--- src/rtl/player_action_encoder.sv ---
// Per-player button front end: debounces raw buttons, latches short presses between game
// ticks, and issues one one-hot action per tick with priority arbitration and jump lock.
module player_action_encoder #(
   parameter int DEBOUNCE_CYCLES = 4,
   parameter int TICK_DIV        = 16,
   parameter int JUMP_TICKS      = 2
) (
   input  logic       clk,
   input  logic       rst_n,
   input  logic [5:0] btn,
   output logic [5:0] action_out,
   output logic       tick_out,
   output logic       busy_out
);

   localparam int DW = $clog2(DEBOUNCE_CYCLES + 1);
   localparam int TW = $clog2(TICK_DIV);
   localparam int JW = $clog2(JUMP_TICKS + 1);

   localparam logic [5:0] ACT_RIGHT = 6'b100000;
   localparam logic [5:0] ACT_LEFT  = 6'b010000;
   localparam logic [5:0] ACT_WAIT  = 6'b001000;
   localparam logic [5:0] ACT_JUMP  = 6'b000100;
   localparam logic [5:0] ACT_KICK  = 6'b000010;
   localparam logic [5:0] ACT_PUNCH = 6'b000001;

   logic [DW-1:0] dcnt     [6];
   logic [DW-1:0] dcnt_nxt [6];
   logic [5:0]    deb, deb_nxt, pend, req, sel;
   logic [TW-1:0] tcnt;
   logic [JW-1:0] jcnt, jcnt_nxt;
   logic          tick;

   assign tick = (tcnt == TW'(TICK_DIV - 1));
   assign req  = deb | pend;

   always_comb begin
      deb_nxt = deb;
      for (int i = 0; i < 6; i++) begin
         dcnt_nxt[i] = '0;
         if (btn[i] != deb[i]) begin
            if (dcnt[i] == DW'(DEBOUNCE_CYCLES - 1))
               deb_nxt[i] = btn[i];
            else
               dcnt_nxt[i] = dcnt[i] + 1'b1;
         end
      end
   end

   // Arbitration: an active jump lock overrides every request; left+right cancel out.
   always_comb begin
      sel      = ACT_WAIT;
      jcnt_nxt = jcnt;
      if (jcnt != '0) begin
         sel      = ACT_JUMP;
         jcnt_nxt = jcnt - 1'b1;
      end else if (req[0]) begin
         sel = ACT_PUNCH;
      end else if (req[1]) begin
         sel = ACT_KICK;
      end else if (req[2]) begin
         sel      = ACT_JUMP;
         jcnt_nxt = JW'(JUMP_TICKS - 1);
      end else if (req[4] && !req[5]) begin
         sel = ACT_LEFT;
      end else if (req[5] && !req[4]) begin
         sel = ACT_RIGHT;
      end else if (req[3]) begin
         sel = ACT_WAIT;
      end
   end

   always_ff @(posedge clk) begin
      if (!rst_n) begin
         for (int i = 0; i < 6; i++) dcnt[i] <= '0;
         deb        <= '0;
         pend       <= '0;
         tcnt       <= '0;
         jcnt       <= '0;
         action_out <= ACT_WAIT;
         tick_out   <= 1'b0;
         busy_out   <= 1'b0;
      end else begin
         for (int i = 0; i < 6; i++) dcnt[i] <= dcnt_nxt[i];
         deb      <= deb_nxt;
         tcnt     <= tick ? '0 : tcnt + 1'b1;
         tick_out <= tick;
         if (tick) begin
            // A rising edge coinciding with the tick is intentionally dropped here.
            pend       <= '0;
            action_out <= sel;
            jcnt       <= jcnt_nxt;
            busy_out   <= (jcnt_nxt != '0);
         end else begin
            pend <= pend | (deb_nxt & ~deb);
         end
      end
   end

endmodule

--- config.mk ---
export PLATFORM = sky130hd
export DESIGN_NAME = player_action_encoder
export DESIGN_NICKNAME = d
export VERILOG_FILES = /design/src/rtl/player_action_encoder.sv
export SDC_FILE = /design/constraint.sdc
export NUM_CORES = 1
export LEC_CHECK = 0
export CAP_MARGIN = 20
export CORE_MARGIN = 8
export CORE_UTILIZATION = 40
export DETAILED_ROUTE_END_ITERATION = 10
export HOLD_SLACK_MARGIN = 0.03
export PLACE_DENSITY = 0.71
export SLEW_MARGIN = 20
export SYNTH_ARGS = -nofsm -noshare
export SYNTH_HDL_FRONTEND = slang
export SYNTH_SLANG_ARGS = --single-unit
--- constraint.sdc ---
create_clock -name clk -period 1.3 [get_ports clk]
set_input_delay 0.13 -clock clk [delete_from_list [all_inputs] [get_ports clk]]
set_output_delay 0.13 -clock clk [all_outputs]
set_load 0.02 [all_outputs]
==> metrics.md, run 1 <==
| Metric | Value |
|---|---|
| TritonCTS buffer count | `5` |
| Pwr dens | `1160 nW/um2` |
| Part of the power in combinational logic | `0.055` |
| Post-Synth Simple-Gate Area | `0.194` |
| Clk pwr share | `0.393` |
| Total gr overflow | `0` |
| Final min period | `1.20 ns` |
| Dpl cell area | `1820 um2` |
| Crit path kind | `flop to flop` |
| Clock Sinks | `39` |
| Critical Path RT | `1.48 ns` |
| Worst Hold Class | `flop to flop` |
| Routed wl met3 | `181 um` |
| DRT iter0 DRCs | `22` |
| Setup Skew | `0.00392 ns` |
| Reg clk slew, reported paths | `0.07 ns` |
| Vias per cell | `between 4 and 5` |
| # diodes | `0` |
| Routed WL per cell | `between 10 and 15 um` |
| Sequential power share | `0.552` |
| Post-synth top area share | `0.496` |
| Slew @ Worst Pin | `0.274 ns` |
| Final nets | `between 200 and 250` |
| Met2 WL post-DR | `between 1000 and 1500 um` |
| Layout overhead on the synthesized area | `22.6%` |
| Slowest Stage Delay on Critical Path | `approximately 0.34 ns` |
| PnR Total Power | `roughly 0.0022 W` |
| Dpl ws | `-0.0218 ns` |
| Max-cap viol count | `0` |
| Clk buf depth | `2` |
| Int Pwr | `0.00177 W` |
| P_sw | `0.000474 W` |
| RSZ-0062 raised after global routing | `no` |
| Crit Path Max Fanout | `5` |
| Gpl congestion | `0.731` |
| Hold Vio Cnt, Final | `0` |
| Post-synthesis cell count | `166` |
| Row cnt | `23` |
| Peak VDD IR | `around 0.76 mV` |
| Global Route Usage Sum | `0.0929` |
| Sequential share of the synthesized area | `0.496` |
| Fin worst setup slack | `0.0989 ns` |
| Post-DP HPWL | `1920 um` |
| Final setup viols | `0` |
| Boundary Pins | `16` |
| CP arrival | `between 1 and 1.5 ns` |
| Synth Area in Compound Gates | `0.0794` |
| RR Startpoint | `tcnt[0]$_SDFF_PP0_` |
| Post-synth EDFFs | `0` |
| Main combinational cell family by area after synthesis | `simple AND/OR/NAND/NOR gates` |
| Worst-skew pair later-pin latency | `0.29 ns` |
| Largest cells by area after synthesis | `dfxtp_1, ha_1, nor2_1, inv_1, xor2_1` |
| DIE HEIGHT | `78.8 um` |
| Fin. max-slew vios | `0` |
| Synthesis-stage register bit count | `39` |
| Cell taking the most area after synthesis | `dfxtp_1` |
| Core area | `3880 um2` |
| Starting Density | `0.405` |
| CP delay by family, top | `flip-flops` |
| TritonRoute pass-1 iters | `4` |
| Final period util | `0.924` |
| CTS tree | `yes` |
| Finished Cell Area | `1930 um2` |
| Hold Startpoint | `dcnt[0][0]$_SDFF_PP0_` |
| Main synth FF type | `dfxtp_1` |
| Post-Synth Adder-Cell Area | `0.103` |
| Buf/Inv on CP | `2` |
| Ys async rst share | `0` |
| Post-synthesis net count | `187` |
| Buffers inserted by post-CTS timing repair | `0` |
| Vias | `1136` |
| Outcome | `complete, no violations` |
| Most Frequent Cell on Critical Path | `buf_4` |
| Die area | `6200 um2` |
| Count leader, synth | `dfxtp_1` |
| PortBufs | `14` |
| Die Wd | `78.8 um` |
| Syn_area_per_cell | `9.49 um2` |
| Clock root cell | `clkbuf_8` |
| Slowest cell on the critical path | `dfxtp_1` |
| Sw Share | `0.211` |
| Vias in the first global route | `about 1100` |
| Final WL | `between 2000 and 3000 um` |
| Max layer used | `met4` |
| CP Capture Type | `flop` |
| List of most frequent post-synthesis cells | `dfxtp_1, nor2_1, inv_1` |
| Largest net degree at the start of global routing | `13` |
| Worst Setup SP | `tcnt[0]$_SDFF_PP0_` |
| Area of the mapped netlist | `1580 um2` |
| Initial antenna violation count | `0` |
| Post-route ant nets | `0` |
| Final routed DRC violation total | `0` |
| Wl on met1 | `approximately 1200 um` |
| Unique masters post-synth | `24` |
| CP Cell Sequence | `ha_1, buf_4, nand3_4, buf_4, nand2_1, o211ai_2` |
| Type of origin of the critical path | `flop` |
| Share of cells above drive strength 1 | `0.110` |
| Synth Area in XOR/XNOR | `0.0389` |
| H-tree depth | `2` |
| Lkg Pwr | `~0.81 nW` |
| F_max | `833 MHz` |
| Max-slew headroom | `0.817` |
| First-pass GRT wire length | `4470 um` |
| Multiplexer share of the synthesized area | `0.0318` |
| YS warnings | `0` |
cells in the final DEF (no fill, tap or decap), types with 2 or more instances in the layout:
cell and instances:
dlygate4sd2_1 8, o211ai_1 3, buf_4 6, nand2_1 4, clkbuf_8 7, o21ai_0 2, or2_2 2, nor2_1 26
nand3_1 10, nor2b_1 5, and2_1 2, a31oi_1 6, mux2i_1 5, dfxtp_1 39, nand3b_1 5, inv_1 18
a21oi_1 2, ha_1 13, xor2_1 7, clkdlybuf4s50_1 6, o21ai_1 5
logic make-up (layout without fill, tap and decap cells):
kind of cell | Yosys count | in the layout
AO/OA/AOI/OAI | 20 | 20
adder cells (fa/ha/maj) | 13 | 13
buffers and inverters | 22 | 47
multiplexers | 5 | 5
XOR/XNOR | 7 | 7
flip-flops | 39 | 39
AND/OR/NAND/NOR | 60 | 60
registers in the layout, indices dropped and copies added, names as in the netlist:
signal / count
tick_out: 1
dcnt: 15
jcnt: 2
tcnt: 4
deb: 5
busy_out: 1
action_out: 6
pend: 5
stage by stage:
stage | setup TNS (ns) | std cells | hold slack [ns] | util
after floorplan | 0 | 166 | 0.286 | -
after global placement | 0 | 233 | 0.410 | 0.469
after detailed placement | -0.0231 | 233 | 0.412 | 0.469
after CTS | 0 | 241 | 0.423 | 0.492
after global routing | 0 | 241 | 0.441 | 0.497
final | 0 | 241 | 0.421 | 0.497
power groups by stage:
stage / Clock, W / Combinational, W / Sequential (W)
2_1_floorplan: 0 / 0.0000709 / 0.00126
3_3_place_gp: 0 / 0.000121 / 0.00126
3_5_place_dp: 0 / 0.000123 / 0.00126
4_1_cts: 0.000923 / 0.000123 / 0.00124
5_1_grt: 0.000967 / 0.000142 / 0.00124
6_report: 0.000882 / 0.000124 / 0.00124
routing by layer:
| metal | GRT usage | vias up |
|---|---|---|
| met5 | 0 | - |
| met4 | 0.0556 | 0 |
| met3 | 0.0542 | 8 |
| met2 | 0.145 | 20 |
| met1 | 0.0949 | 512 |
| li1 | - | 596 |
worst paths after layout:
| path | endpoint | slack (ns) | depth (start not counted) |
|---|---|---|---|
| max | action_out[3]$_SDFFE_PN1P_ | 0.1 | 6 |
| min | dcnt[0][0]$_SDFF_PP0_ | 0.42 | 1 |
| max reg2reg | action_out[3]$_SDFFE_PN1P_ | 0.1 | 6 |
| min reg2reg | dcnt[0][0]$_SDFF_PP0_ | 0.42 | 1 |
repair_timing:
item                       CTS  global route
hold buffers                 0             0
resized for setup            9             4
setup endpoints to repair   10            13
layout make-up:
| type | count | area, um2 |
|---|---|---|
| Tap cell | 50 | 62.6 |
| Multi-Input combinational cell | 105 | 724 |
| Timing Repair Buffer | 21 | 195 |
| Clock buffer | 8 | 100 |
| Fill cell | 389 | 1950 |
| Sequential cell | 39 | 781 |
| Inverter | 18 | 67.6 |
(Power assumes the default switching activity.)
==> run 2, diff against run 1 <==
--- a/config.mk
+++ b/config.mk
@@ -8,6 +8,7 @@
 export CAP_MARGIN = 20
 export CORE_MARGIN = 8
 export CORE_UTILIZATION = 40
+export CTS_CLUSTER_DIAMETER = 200
 export DETAILED_ROUTE_END_ITERATION = 10
 export HOLD_SLACK_MARGIN = 0.03
 export PLACE_DENSITY = 0.71
==> results of run 2 <==
No change in the layout: final DEF, timing and power equal those of run 1.
==> run 3, diff against run 2 <==
--- a/config.mk
+++ b/config.mk
@@ -8,7 +8,6 @@
 export CAP_MARGIN = 20
 export CORE_MARGIN = 8
 export CORE_UTILIZATION = 40
-export CTS_CLUSTER_DIAMETER = 200
 export DETAILED_ROUTE_END_ITERATION = 10
 export HOLD_SLACK_MARGIN = 0.03
 export PLACE_DENSITY = 0.71
==> results of run 3 <==
No change in the layout: final DEF, timing and power equal those of run 1.
